`src/rtl/regfile_wb_arbiter_if.sv`:
```
// Writeback bus between the two producers/decode and the register-file write arbiter.
interface regfile_wb_arbiter_if #(parameter int AW = 2);
  logic        a_valid, a_ready;
  logic [4:0]  a_reg;
  logic [31:0] a_data;
  logic        m_valid, m_ready;
  logic [4:0]  m_reg;
  logic [31:0] m_data;
  logic        RegWrite;
  logic [4:0]  WriteReg;
  logic [31:0] WriteD;
  logic [4:0]  q1_reg, q2_reg;
  logic        q1_hit, q2_hit;
  logic [31:0] q1_data, q2_data;
  logic [AW:0] count;

  modport master (
    output a_valid, a_reg, a_data, m_valid, m_reg, m_data, q1_reg, q2_reg,
    input  a_ready, m_ready, RegWrite, WriteReg, WriteD,
           q1_hit, q2_hit, q1_data, q2_data, count
  );

  modport slave (
    input  a_valid, a_reg, a_data, m_valid, m_reg, m_data, q1_reg, q2_reg,
    output a_ready, m_ready, RegWrite, WriteReg, WriteD,
           q1_hit, q2_hit, q1_data, q2_data, count
  );
endinterface

```
`src/rtl/regfile_wb_arbiter.sv`:
```
// Two-producer writeback arbiter feeding the register file write port through an in-order FIFO.
// Optional REGFILE_WB_FORWARD_EN: return youngest pending data on lookup hits.
module regfile_wb_arbiter #(
  parameter int DEPTH = 4,
  parameter int AW    = 2
) (
  input  logic clk,
  input  logic rst,
  regfile_wb_arbiter_if.slave bus
);
  localparam logic [AW:0] DEPTH_C = (AW+1)'(DEPTH);

  logic [4:0]       entReg  [DEPTH];
  logic [31:0]      entData [DEPTH];
  logic [DEPTH-1:0] entVld;
  logic [AW-1:0]    rdPtr, wrPtr, mIdx;
  logic [AW:0]      cnt, free;
  logic             aNeed, aPush, mPush, pop;

  // Free space comes from the registered count only; the same-cycle pop is not credited.
  assign free  = DEPTH_C - cnt;
  assign aNeed = bus.a_valid && (bus.a_reg != 5'd0);
  assign bus.a_ready = !rst && (free >= (AW+1)'(1));
  assign bus.m_ready = !rst && ((free >= (AW+1)'(2)) || ((free == (AW+1)'(1)) && !aNeed));

  // r0 requests handshake normally but never occupy a slot.
  assign aPush = aNeed && bus.a_ready;
  assign mPush = bus.m_valid && bus.m_ready && (bus.m_reg != 5'd0);
  assign pop   = (cnt != '0);
  assign mIdx  = wrPtr + AW'(aPush);

  always_ff @(posedge clk) begin
    if (rst) begin
      rdPtr  <= '0;
      wrPtr  <= '0;
      cnt    <= '0;
      entVld <= '0;
    end else begin
      if (pop) begin
        entVld[rdPtr] <= 1'b0;
        rdPtr         <= rdPtr + AW'(1);
      end
      if (aPush) begin
        entVld[wrPtr]  <= 1'b1;
        entReg[wrPtr]  <= bus.a_reg;
        entData[wrPtr] <= bus.a_data;
      end
      if (mPush) begin
        entVld[mIdx]  <= 1'b1;
        entReg[mIdx]  <= bus.m_reg;
        entData[mIdx] <= bus.m_data;
      end
      wrPtr <= wrPtr + AW'(aPush) + AW'(mPush);
      cnt   <= cnt + (AW+1)'(aPush) + (AW+1)'(mPush) - (AW+1)'(pop);
    end
  end

  always @(posedge clk) begin
    if (!rst) assert (cnt <= DEPTH_C);
  end

  assign bus.RegWrite = pop;
  assign bus.WriteReg = entReg[rdPtr];
  assign bus.WriteD   = entData[rdPtr];
  assign bus.count    = cnt;

  function automatic logic hitOf(input logic [4:0] q);
    logic h;
    h = 1'b0;
    for (int i = 0; i < DEPTH; i++)
      if (entVld[i] && (entReg[i] == q)) h = 1'b1;
    return h && (q != 5'd0);
  endfunction

`ifdef REGFILE_WB_FORWARD_EN
  // Walk oldest to youngest so the last match wins.
  function automatic logic [31:0] fwdOf(input logic [4:0] q);
    logic [31:0]   d;
    logic [AW-1:0] idx;
    d = '0;
    for (int i = 0; i < DEPTH; i++) begin
      idx = rdPtr + AW'(i);
      if (entVld[idx] && (entReg[idx] == q)) d = entData[idx];
    end
    return (q != 5'd0) ? d : 32'd0;
  endfunction

  assign bus.q1_data = fwdOf(bus.q1_reg);
  assign bus.q2_data = fwdOf(bus.q2_reg);
`else
  assign bus.q1_data = 32'd0;
  assign bus.q2_data = 32'd0;
`endif

  assign bus.q1_hit = hitOf(bus.q1_reg);
  assign bus.q2_hit = hitOf(bus.q2_reg);
endmodule

```
`src/flat_wrapper.sv`:
```
// flat-port wrapper written by rule: the top's interface ports become plain ports
module regfile_wb_arbiter_flat 
#(
  parameter int DEPTH = 4,
  parameter int AW    = 2
)
  (clk, rst, bus_a_valid, bus_a_reg, bus_a_data, bus_m_valid, bus_m_reg, bus_m_data, bus_q1_reg, bus_q2_reg, bus_a_ready, bus_m_ready, bus_RegWrite, bus_WriteReg, bus_WriteD, bus_q1_hit, bus_q2_hit, bus_q1_data, bus_q2_data, bus_count);
  regfile_wb_arbiter_if #(.AW(AW)) bus_i ();
  input  logic clk;
  input  logic rst;
  input wire logic [$bits(bus_i.a_valid)-1:0] bus_a_valid;
  input wire logic [$bits(bus_i.a_reg)-1:0] bus_a_reg;
  input wire logic [$bits(bus_i.a_data)-1:0] bus_a_data;
  input wire logic [$bits(bus_i.m_valid)-1:0] bus_m_valid;
  input wire logic [$bits(bus_i.m_reg)-1:0] bus_m_reg;
  input wire logic [$bits(bus_i.m_data)-1:0] bus_m_data;
  input wire logic [$bits(bus_i.q1_reg)-1:0] bus_q1_reg;
  input wire logic [$bits(bus_i.q2_reg)-1:0] bus_q2_reg;
  output wire logic [$bits(bus_i.a_ready)-1:0] bus_a_ready;
  output wire logic [$bits(bus_i.m_ready)-1:0] bus_m_ready;
  output wire logic [$bits(bus_i.RegWrite)-1:0] bus_RegWrite;
  output wire logic [$bits(bus_i.WriteReg)-1:0] bus_WriteReg;
  output wire logic [$bits(bus_i.WriteD)-1:0] bus_WriteD;
  output wire logic [$bits(bus_i.q1_hit)-1:0] bus_q1_hit;
  output wire logic [$bits(bus_i.q2_hit)-1:0] bus_q2_hit;
  output wire logic [$bits(bus_i.q1_data)-1:0] bus_q1_data;
  output wire logic [$bits(bus_i.q2_data)-1:0] bus_q2_data;
  output wire logic [$bits(bus_i.count)-1:0] bus_count;
  assign bus_i.a_valid = bus_a_valid;
  assign bus_i.a_reg = bus_a_reg;
  assign bus_i.a_data = bus_a_data;
  assign bus_i.m_valid = bus_m_valid;
  assign bus_i.m_reg = bus_m_reg;
  assign bus_i.m_data = bus_m_data;
  assign bus_i.q1_reg = bus_q1_reg;
  assign bus_i.q2_reg = bus_q2_reg;
  assign bus_a_ready = bus_i.a_ready;
  assign bus_m_ready = bus_i.m_ready;
  assign bus_RegWrite = bus_i.RegWrite;
  assign bus_WriteReg = bus_i.WriteReg;
  assign bus_WriteD = bus_i.WriteD;
  assign bus_q1_hit = bus_i.q1_hit;
  assign bus_q2_hit = bus_i.q2_hit;
  assign bus_q1_data = bus_i.q1_data;
  assign bus_q2_data = bus_i.q2_data;
  assign bus_count = bus_i.count;
  regfile_wb_arbiter #(.DEPTH(DEPTH), .AW(AW)) u_core (.clk(clk), .rst(rst), .bus(bus_i));
endmodule
```
`config.mk`:
```
export PLATFORM = sky130hd
export DESIGN_NAME = regfile_wb_arbiter_flat
export DESIGN_NICKNAME = d
export VERILOG_FILES = /design/src/rtl/regfile_wb_arbiter_if.sv /design/src/rtl/regfile_wb_arbiter.sv /design/src/flat_wrapper.sv
export SDC_FILE = /design/constraint.sdc
export NUM_CORES = 1
export LEC_CHECK = 0
export ABC_CLOCK_PERIOD_IN_PS = 9650
export CAP_MARGIN = 20
export CORE_ASPECT_RATIO = 0.6
export CORE_MARGIN = 2
export CORE_UTILIZATION = 50
export CTS_CLUSTER_DIAMETER = 40
export DETAILED_ROUTE_END_ITERATION = 10
export PLACE_DENSITY_LB_ADDON = 0.12
export SLEW_MARGIN = 20
export SYNTH_ARGS = -nofsm -noshare
export SYNTH_HDL_FRONTEND = slang
export SYNTH_SLANG_ARGS = --single-unit
```
`constraint.sdc`:
```
create_clock -name clk -period 9.65 [get_ports clk]
set_input_delay 1.93 -clock clk [delete_from_list [all_inputs] [get_ports clk]]
set_output_delay 1.93 -clock clk [all_outputs]
set_load 0.005 [all_outputs]
```
Word level (Yosys, flattened, before mapping)
Memories as Yosys holds them, arrays and structs flattened. A register that Yosys moved wholly into a read port is not among the register bits.
Cells that the tools add are included.
Widths: inputs -> output; s select.
- output and inout port bits: 109
- logic and storage cells: 91
- memories kept: 2
- bits of input ports: 88
- register bits after elaboration: 11
- memory bits (writable): 148
- memory list (memory ; words ; bits a word ; rd ports ; clocked after Yosys merged registers in ; write ports ; line ; source):
    u_core.entData ; 4 ; 32 ; 1 ; 1 ; 2 ; regfile_wb_arbiter.sv:14 ; logic [31:0] entData [DEPTH];
    u_core.entReg ; 4 ; 5 ; 5 ; 1 ; 2 ; regfile_wb_arbiter.sv:13 ; logic [4:0] entReg [DEPTH];
- reductions and logical operators: 28
- muxes and demuxes: 29
- bitwise logic cells: 4
- add/subtract/negate cells: 7
- $lt $le $gt $ge: 8
- equality and inequality tests: 9
- operators with widths (kind ; number):
    $eq 5x5->1 ; 8
    $logic_and 1x1->1 ; 20
    $mux 4 ; 5
    $reduce_bool 5->1 ; 4
    $mux 1 ; 17
    $lt 2x3->1 const B ; 3
    $mux 2 ; 4
    $or 4x4->4 ; 2
    $add 3x1->3 ; 2
    $demux 1 s2 ; 3
    $ge 2x1->1 const B ; 3
    $add 2x1->2 ; 2
    $and 4x4->4 ; 1
    $not 4->4 ; 1
    $eq 3x1->1 const B ; 1
    $ge 3x1->1 const B ; 1
    $ge 3x2->1 const B ; 1
    $reduce_bool 3->1 ; 1
    $sub 3x1->3 ; 1
    $sub 3x3->3 const A ; 1
    $add 2x1->2 const B ; 1
    $logic_not 1->1 ; 2
    $logic_or 1x1->1 ; 1

Logic depth before layout (Yosys ltp)
Gate-level depths: netlist of run 1.
- depth in word-level cells: 13
- depth in mapped cells: 13
- mapped depth without buffers: 13

Worst setup path after synthesis of run 1
OpenSTA, ideal clock, no wires.
- path kind: input-to-reg
- start point: in bus_a_reg[4]
- end point: mem u_core.entData[3][0] (enable)
- setup time: 0.395 ns
- data required time: 9.255 ns
- path buffers: 2
- setup slack: 4.781 ns
- stages: 8
- arrival: 4.475 ns
- cells stage by stage: or3_1 -> o311a_1 -> ha_1 -> xor2_1 -> nand4b_1 -> buf_4 -> buf_6 -> nand2_1
- RTL lines (what ; line ; source):
    from (decl) ; flat_wrapper.sv:12 ; input wire logic [$bits(bus_i.a_reg)-1:0] bus_a_reg;
    to (decl) ; regfile_wb_arbiter.sv:14 ;

Worst setup path in the final report of run 1
- start point: in bus_a_reg[3]
- end point: out bus_m_ready
- cells in the longest elaborated chain, start to end: 6
- ends and longest elaborated chain (what ; line ; source):
    $reduce_bool 5->1 ; regfile_wb_arbiter.sv:22 ; assign aNeed = bus.a_valid && (bus.a_reg != 5'd0);
    $logic_and 1x1->1 ; regfile_wb_arbiter.sv:22 ;
    $logic_not 1->1 ; regfile_wb_arbiter.sv:24 ; assign bus.m_ready = !rst && ((free >= (AW+1)'(2)) || ((free == (AW+1)'(1)) && !aNeed));
    $logic_and 1x1->1 ; regfile_wb_arbiter.sv:24 ;
    $logic_or 1x1->1 ; regfile_wb_arbiter.sv:24 ;
    $logic_and 1x1->1 ; regfile_wb_arbiter.sv:24 ;
    to (decl) ; flat_wrapper.sv:20 ; output wire logic [$bits(bus_i.m_ready)-1:0] bus_m_ready;
No other way between the ends.

==> metrics.md, run 1 <==
| Metric | Value |
|---|---|
| Number of global-route vias before repair | 5379 |
| Worst setup EP type | primary output |
| Residual DRC count | 0 |
| Worst hold path type | reg -> reg |
| Post-Route WL | slightly above 20 mm |
| Req. time, crit path | about 7700 ps |
| H-tree depth | 4 |
| Hold Buf Count CTS | 0 |
| Syn Inst Count | a little under 600 |
| CTS Sinks | 161 |
| GRT Util Overall | 22.1% |
| Final instance area | about 0.011 sq mm |
| Worst Path Arrival | 3990 ps |
| FF-to-FF Start | u_core.bus.count[1] |
| Most common cell on crit path | clkdlybuf4s50_1 |
| Final TNS setup | 0 ps |
| Root buffer cell | clkbuf_16 |
| Vias | around 5.2k |
| Final Skew | 13.1 ps |
| 1st-pass router iterations | 5 |
| Synth cell types | 37 |
| Largest net degree at the start of global routing | 39 |
| Chip width | about 180 um |
| CP Launch Type | input port |
| CP max stage cell | clkdlybuf4s50_1 |
| Clock slew at reported path FFs | about 60 ps |
| Fin. max-slew vios | 0 |
| IO buf count | about 130 |
| Initial Util | roughly 52% |
| Worst VDD drop | 0.000151 V |
| Hpwl dp | between 10 and 15 mm |
| Post-DRT Antenna Nets | 0 |
| CP max stage delay | ~540 ps |
| WS Path Type | in -> out |
| Syn Area/Cell | 15.1 sq um |
| Setup bufs post-CTS | 0 |
| Power Density | between 200 and 250 mW/mm^2 |
| Leak | roughly 3.8 nW |
| Critical path startpoint | bus_a_reg[3] |
| Slew of the pin with the lowest slew margin | 1060 ps |
| Syn. warnings | 0 |
| Wire per inst | around 21 um |
| Layout Nets | roughly 810 |
| Worst Hold Launch | u_core.entVld[1] |
| GRT overflow | 0 |
| Status | completed |
| Core Box Area | 0.0174 sq mm |
| Critical path, cell by cell | clkdlybuf4s50_1, or3_1, o21ai_2, nor2b_1, clkdlybuf4s50_1 |
| Num CTS Buffers | 17 |
| Row Count | 37 |
| Async set-reset flop share out of synthesis | 0% |
| CTS tree | built |
| Synthesized flop and latch total | 161 |
| Vias per cell | 5.45 |
| Num ports | between 150 and 200 |
| Ys flop type | edfxtp_1 |
| Fmax | 0.169 GHz |
| Final period util | about three fifths |
| RSZ-0062 raised after global routing | false |
| Number of flops mapped to enable cells by yosys | roughly 150 |
| Post-CTS resize count | 0 |
| CP Max Fanout | 6 |
| Tmin final | roughly 5900 ps |
| Clk_lat worst skew | about 420 ps |
| Area growth syn-to-layout | 20.5% |
| DRT iter0 DRCs | 460 |
| First-pass GRT wire length | a little over 30 mm |
| Share of the yosys chip area belonging to registers | 52.5% |
| Maximum buffer depth of the clock tree | 2 |
| Final Setup Violations | 0 |
| Cell Area, Placed | just over 0.01 sq mm |
| Mapped cell area | between 0.008 and 0.009 sq mm |
| Die Y | about 110 um |
| Die ar. | 0.0191 sq mm |
| Layout cells sized above 1 | a little under a fifth |
| Initial antenna violation count | 2 |
| Final hold vios | 0 |
| Max Cap Violations | 0 |
| Slew HR | a little under 30% |
| GP Congestion | between 0.9 and 1 |
-- through the flow --
stage                     hold slack [ps]  setup slack [ps]  power (W)  utilization (%)  instances
final                                 563              3730    0.00267             62.2        960
after global routing                  603              3640    0.00280             62.2        959
after CTS                             558              3740    0.00268             62.2        959
after detailed placement              546              3760    0.00203             58.8        927
after global placement                551              3800    0.00201             58.8        927
after floorplan                       488              4780    0.00159                -        655
-- cell usage in the layout, fill, tap and decap left out, types with 3 or more instances in the layout --
| cell type | n |
|---|---|
| nor4_1 | 8 |
| nor2b_1 | 8 |
| dfxtp_1 | 11 |
| a31oi_1 | 4 |
| inv_6 | 4 |
| xnor2_1 | 11 |
| clkdlybuf4s50_1 | 132 |
| edfxtp_1 | 148 |
| clkbuf_16 | 17 |
| inv_1 | 14 |
| mux2_2 | 40 |
| mux2_4 | 14 |
| xor2_1 | 34 |
| mux4_2 | 37 |
| nand2_4 | 3 |
| nor2_1 | 11 |
| mux2_1 | 94 |
| nand2_1 | 6 |
| nand3_1 | 9 |
| nand4_1 | 3 |
| o21ai_0 | 4 |
| buf_4 | 6 |
| clkinv_4 | 3 |
| ha_1 | 11 |
| conb_1 | 64 |
-- worst paths after layout --
check / endpoint / slack (ps) / cells past startpoint
hold reg to reg: u_core.entVld[1] / 560 / 2
setup / recovery: bus_m_ready / 3730 / 5
hold / removal: u_core.entVld[1] / 560 / 2
setup reg to reg: u_core.entData[1][4] / 5710 / 11
-- Yosys cell counts, drive strengths merged (3+ instances only) --
master | number | area (sq um)
nand3 | 10 | 50.1
clkbuf | 16 | 60.1
mux4 | 37 | 833
nor2b | 8 | 50.1
nor2 | 11 | 41.3
a31oi | 4 | 25.0
inv | 14 | 52.6
buf | 84 | 609
nand4 | 3 | 18.8
edfxtp | 148 | 4440
mux2 | 148 | 1720
o21ai | 5 | 28.8
nand2 | 10 | 37.5
xor2 | 34 | 298
dfxtp | 13 | 260
ha | 11 | 138
xnor2 | 11 | 96.3
nor4 | 8 | 50.1
-- worst max-delay path, delay by kind of cell --
| family | cells | cell delay, ps |
|---|---|---|
| buf+inv | 2 | 1060 |
| simple gates | 2 | 670 |
| compound gates | 1 | 330 |
-- where the power goes --
group	internal (W)	switching, W	total [W]
Combinational	0.000548	0.000415	0.000963
Sequential	0.000935	0.000111	0.00105
Clock	0.000364	0.000294	0.000658
Total	0.00185	0.000820	0.00267
-- cells by family after synthesis --
group	after synthesis	synth area share, %
other cells	1	0.0418
xor+xnor	45	4.40
mux	186	28.6
fa+ha+maj	13	1.98
simple gates	60	3.60
compound gates	12	0.879
flops	161	52.5
buf+inv	114	8.05
-- per-layer routing --
| metal | track usage (%) | wire (um) |
|---|---|---|
| met5 | 0 | 11 |
| met4 | 5.02 | 180 |
| met3 | 5.19 | 1440 |
| met2 | 34.0 | 9270 |
| met1 | 32.0 | 9460 |
-- cell type report --
class                           instances  area (sq um)
Clock buffer                           17           425
Inverter                               14          52.6
Multi-Input combinational cell        380          3810
Tap cell                              234           293
Clock inverter                         15           153
Antenna cell                            1          2.50
Fill cell                            1289          6560
Timing Repair Buffer                  138          1370
Sequential cell                       161          4710
-- registers in the layout, indices dropped and copies added, names as in the netlist, named ones only --
signal,count
u_core.bus.count,3
u_core.entReg,20
u_core.entData,128
u_core.rdPtr,2
u_core.entVld,4
u_core.wrPtr,2
Power figures use the tool's default switching activity.
==> run 2: changes to the inputs <==
Settings changed: ABC_CLOCK_PERIOD_IN_PS 9650 to 5000, CORE_UTILIZATION 50 to 47.
Clock period 9.65 ns to 5 ns, I/O delays scaled along.
==> metrics.md, run 2 (synthesized netlist as in run 1, its figures left out) <==
| Metric | Value |
|---|---|
| Status | completed |
| CP max stage cell | clkdlybuf4s50_1 |
| Number of global-route vias before repair | 5510 |
| Met2 usage | 31.1% |
| Worst Path Arrival | between 3000 and 4000 ps |
| CP max stage delay | approximately 550 ps |
| Clk_lat worst skew | 430 ps |
| GR Util met1 | around a third |
| Most common cell on crit path | clkdlybuf4s50_1 |
| Fin. max-slew vios | 0 |
| Wire per inst | around 22 um |
| Post-Route WL | between 20 and 25 mm |
| Layout cells sized above 1 | between 15 and 20% |
| Residual DRC count | 0 |
| Largest net degree at the start of global routing | 40 |
| Post-DRT Antenna Nets | 0 |
| First-pass GRT wire length | about 33 mm |
| Commonest non-fill, non-tap cell in the layout | edfxtp_1 |
| Maximum buffer depth of the clock tree | 2 |
| Power Density | roughly 480 mW/mm^2 |
| Placed insts | 946 |
| Initial Util | a little under half |
| IO buf count | around 130 |
| Commonest cells after routing, fill and taps aside | edfxtp_1, clkdlybuf4s50_1, mux2_1 |
| Final Setup Violations | 0 |
| GRT Util Overall | a little over a fifth |
| WS Path Type | in -> out |
| Post-Layout Cell Count | slightly below 1k |
| Max reg flops | between 100 and 150 |
| Slew of the pin with the lowest slew margin | between 700 and 800 ps |
| Met3 global-route usage | around 6.3% |
| 1st-pass router iterations | 4 |
| Area growth syn-to-layout | 22.0% |
| Die ar. | a little over 0.02 sq mm |
| Tmin final | ~4000 ps |
| Cell Area, Placed | between 0.01 and 0.015 sq mm |
| Clock slew at reported path FFs | approximately 60 ps |
| RSZ-0062 raised after global routing | false |
| GRT overflow | 0 |
| DRT iter0 DRCs | between 300 and 400 |
| Vias per cell | about 5.4 |
| CP delay by family, top | buffers and inverters |
| GP Congestion | 0.928 |
| H-tree depth | 4 |
| Final Skew | 7.64 ps |
| CP Launch Type | input port |
| Leak | around 3.9 nW |
| Req. time, crit path | 4000 ps |
| Slew HR | 53.3% |
| Worst hold path type | reg -> reg |
| Final TNS setup | 0 ps |
| Num ports | ~200 |
| Max Cap Violations | 0 |
| Ant diodes | 0 |
| Post-CTS resize count | 0 |
| Biggest registers after layout | u_core.entData: 128 flops, u_core.entReg: 20 flops, u_core.entVld: 4 flops |
| Most Used Layer, Global Route | met1 |
| CTS tree | built |
| Root buffer cell | clkbuf_16 |
| CTS Sinks | 161 |
| Worst setup EP type | primary output |
| Critical path, cell by cell | clkdlybuf4s50_1, xor2_1, nor4_1, nand3_1, nand4_1, o21a_1, clkdlybuf4s50_1 |
| Die Y | ~110 um |
| Worst VDD drop | roughly 0.00028 V |
| Setup bufs post-CTS | 0 |
| Final hold vios | 0 |
| Hpwl dp | ~14 mm |
| Chip width | ~180 um |
| Core Box Area | 0.0188 sq mm |
| Num CTS Buffers | 17 |
| Final instance area | about 0.011 sq mm |
| Final period util | 80.2% |
| Largest Register | u_core.entData |
| Row Count | 39 |
| Layout Nets | between 800 and 900 |
| Fmax | 0.249 GHz |
| Initial antenna violation count | 0 |
| Vias | around 5.2k |
| CP Max Fanout | 5 |
| WP buf/inv | 2 |
| Hold Buf Count CTS | 0 |
run 2: per-stage QoR:
| step | total power [W] | util (%) | setup WS (ps) | hold slack, ps |
|---|---|---|---|---|
| after floorplan | 0.00307 | - | 1060 | 488 |
| after global placement | 0.00395 | 54.8 | 863 | 548 |
| after detailed placement | 0.00399 | 54.8 | 778 | 544 |
| after CTS | 0.00532 | 58.0 | 1000 | 553 |
| after global routing | 0.00554 | 58.1 | 886 | 598 |
| final | 0.00528 | 58.1 | 990 | 547 |
run 2: final timing paths:
| check | slack [ps] | startpoint | cells after the start | endpoint |
|---|---|---|---|---|
| max | 990 | bus_q2_reg[1] | 7 | bus_q2_hit |
| min | 550 | u_core.entVld[0] | 2 | u_core.entVld[0] |
| max reg2reg | 1170 | u_core.bus.count[0] | 11 | u_core.entData[1][27] |
| min reg2reg | 550 | u_core.entVld[0] | 2 | u_core.entVld[0] |
run 2: tightest hold or removal path: stages, from the launching register on:
cell and delay [ps]:
dfxtp_1 330, o21ai_0 80, a31oi_1 90
run 2: final cells by class:
cell class | instances | area, sq um
multi-input cells | 380 | 3790
inverters | 14 | 52.6
fillers | 1484 | 7890
flip-flops and latches | 161 | 4710
clock inverters | 14 | 166
repair buffers | 146 | 1490
well taps | 246 | 308
clock buffers | 18 | 429
run 2: power by group:
part,internal (W),switching [W]
clock,0.000783,0.000538
combinational,0.00111,0.000864
sequential,0.00180,0.000181
total,0.00369,0.00158
run 2: routing by layer:
layer | part of all wire [%] | up-vias
met3 | 7.7 | 13
met1 | 48 | 2660
li1 | - | 2365
met4 | 0.78 | 0
met2 | 43 | 207
met5 | 0 | -
==> run 3: changes to the inputs <==
Settings changed: ABC_CLOCK_PERIOD_IN_PS 5000 to 3500.
Clock period 5 ns to 3.5 ns, I/O delays scaled along.
==> metrics.md, run 3 (synthesized netlist as in run 1, its figures left out) <==
| Metric | Value |
|---|---|
| Switching pwr | roughly 0.0024 W |
| Initial antenna violation count | 2 |
| Vias | 5461 |
| IO buf count | 132 |
| Final period util | between 90% and 100% |
| Die Y | roughly 110 um |
| Power share of the sequential group | around a third |
| Final Skew | roughly 9.4 ps |
| CP Max Fanout | 5 |
| WS Path Type | in -> out |
| Biggest registers after layout | u_core.entData: 128 flops, u_core.entReg: 20 flops, u_core.entVld: 4 flops |
| Worst hold path type | reg -> reg |
| Fmax | 0.290 GHz |
| Pre-CTS setup slack | -121 ps |
| Die ar. | between 0.02 and 0.025 sq mm |
| Clock slew at reported path FFs | 70 ps |
| Worst VDD drop | around 0.00040 V |
| Fin worst setup slack | approximately 55 ps |
| Num CTS Buffers | 17 |
| Req. time, crit path | around 2800 ps |
| CP Launch Type | input port |
| Core Box Area | ~0.019 sq mm |
| Placed insts | roughly 970 |
| Largest Register | u_core.entData |
| GP Congestion | approximately 0.89 |
| Clock power frac | between 20% and 30% |
| Initial Util | 47.6% |
| CTS tree | built |
| 1st-pass router iterations | 4 |
| Post-Route WL | ~22 mm |
| Fin. max-slew vios | 0 |
| Max reg flops | 128 |
| Worst setup EP type | primary output |
| Layout cells sized above 1 | between 20 and 25% |
| Int Pwr | ~0.0055 W |
| Commonest cells after routing, fill and taps aside | edfxtp_1, clkdlybuf4s50_1, mux2_1 |
| Tmin final | between 3000 and 4000 ps |
| First-pass GRT wire length | between 30 and 40 mm |
| Number of global-route vias before repair | 5698 |
| Chip width | 182 um |
| Slew of the pin with the lowest slew margin | around 640 ps |
| Largest net degree at the start of global routing | 38 |
| H-tree depth | 4 |
| Layout Nets | 849 |
| Max Cap Violations | 0 |
| Clk_lat worst skew | around 430 ps |
| Vias per cell | roughly 5.4 |
| Root buffer cell | clkbuf_16 |
| Hpwl dp | between 10 and 15 mm |
| Worst Path Arrival | roughly 2800 ps |
| GRT overflow | 0 |
| Final hold vios | 0 |
| Num ports | 197 |
| Final Setup Violations | 0 |
| Post-DRT Antenna Nets | 0 |
| Power Density | 691 mW/mm^2 |
| Row Count | 39 |
| Commonest non-fill, non-tap cell in the layout | edfxtp_1 |
| Residual DRC count | 0 |
| Wire per inst | around 22 um |
| Slew HR | a little under three fifths |
| DRT iter0 DRCs | roughly 420 |
| GRT Util Overall | around 22% |
| CTS Sinks | 161 |
| Maximum buffer depth of the clock tree | 2 |
| Leak | between 4 and 5 nW |
| Area growth syn-to-layout | 26.8% |
| Status | completed |
| FILL cells | between 1k and 1.5k |
| Post-Layout Cell Count | a little over 1k |
| Combinational power share | roughly two fifths |
| Switching Fraction | between 20% and 30% |
| Hold Buf Count CTS | 0 |
-- run 3: area by class of cell --
cell class                 count  area, sq um  area share (%)
sequential                   161         4710            41.4
multi-input combinational    380         3850            33.8
timing repair buffer         174         1850            16.3
clock buffer                  17          425            3.74
tap                          246          308            2.71
clock inverter                15          181            1.60
inverter                      14         52.6           0.462
antenna                        1         2.50          0.0220
-- run 3: metrics by stage --
stage	setup TNS [ps]	instance area (sq um)	power (W)	utilization (%)	hold WS, ps
floorplan	0	9230	0.00438	-	488
global placement	-18560	10700	0.00584	56.7	525
detailed placement	-21860	10700	0.00589	56.7	536
CTS	0	11300	0.00786	60.0	545
global route	-10.7	11400	0.00825	60.4	566
finish	0	11400	0.00786	60.4	542
-- run 3: worst paths after layout --
path	from	endpoint	slack, ps	depth (start not counted)
max	bus_q2_reg[3]	bus_q2_hit	50	7
min	u_core.entVld[3]	u_core.entVld[3]	540	2
max reg2reg	u_core.bus.count[0]	u_core.entData[0][21]	150	12
min reg2reg	u_core.entVld[3]	u_core.entVld[3]	540	2
-- run 3: timing repair --
item	4_1_cts	5_1_grt
setup buffers	0	1
setup endpoints to repair	0	265
gates resized for setup	0	7
-- run 3: power groups by stage --
| stage | clock (W) | sequential (W) | combinational [W] |
|---|---|---|---|
| global route | 0.00206 | 0.00280 | 0.00339 |
| global placement | 0 | 0.00279 | 0.00305 |
| finish | 0.00194 | 0.00277 | 0.00314 |
| detailed placement | 0 | 0.00281 | 0.00309 |
| floorplan | 0 | 0.00271 | 0.00168 |
| CTS | 0.00198 | 0.00277 | 0.00311 |
-- run 3: critical path, stage by stage --
cell             delay (ps)
clkdlybuf4s50_1         630
xor2_1                  140
nor4_2                  350
nand3_1                 120
nand4_1                 120
o21a_1                  170
clkdlybuf4s50_1         510
-- run 3: routing by layer --
metal | GRT usage, % | vias up | share of wire, %
li1 | - | 2437 | -
met1 | 34.2 | 2780 | 48
met2 | 32.0 | 224 | 43
met3 | 5.95 | 18 | 7.7
met4 | 4.52 | 2 | 0.72
met5 | 0 | - | 0.059
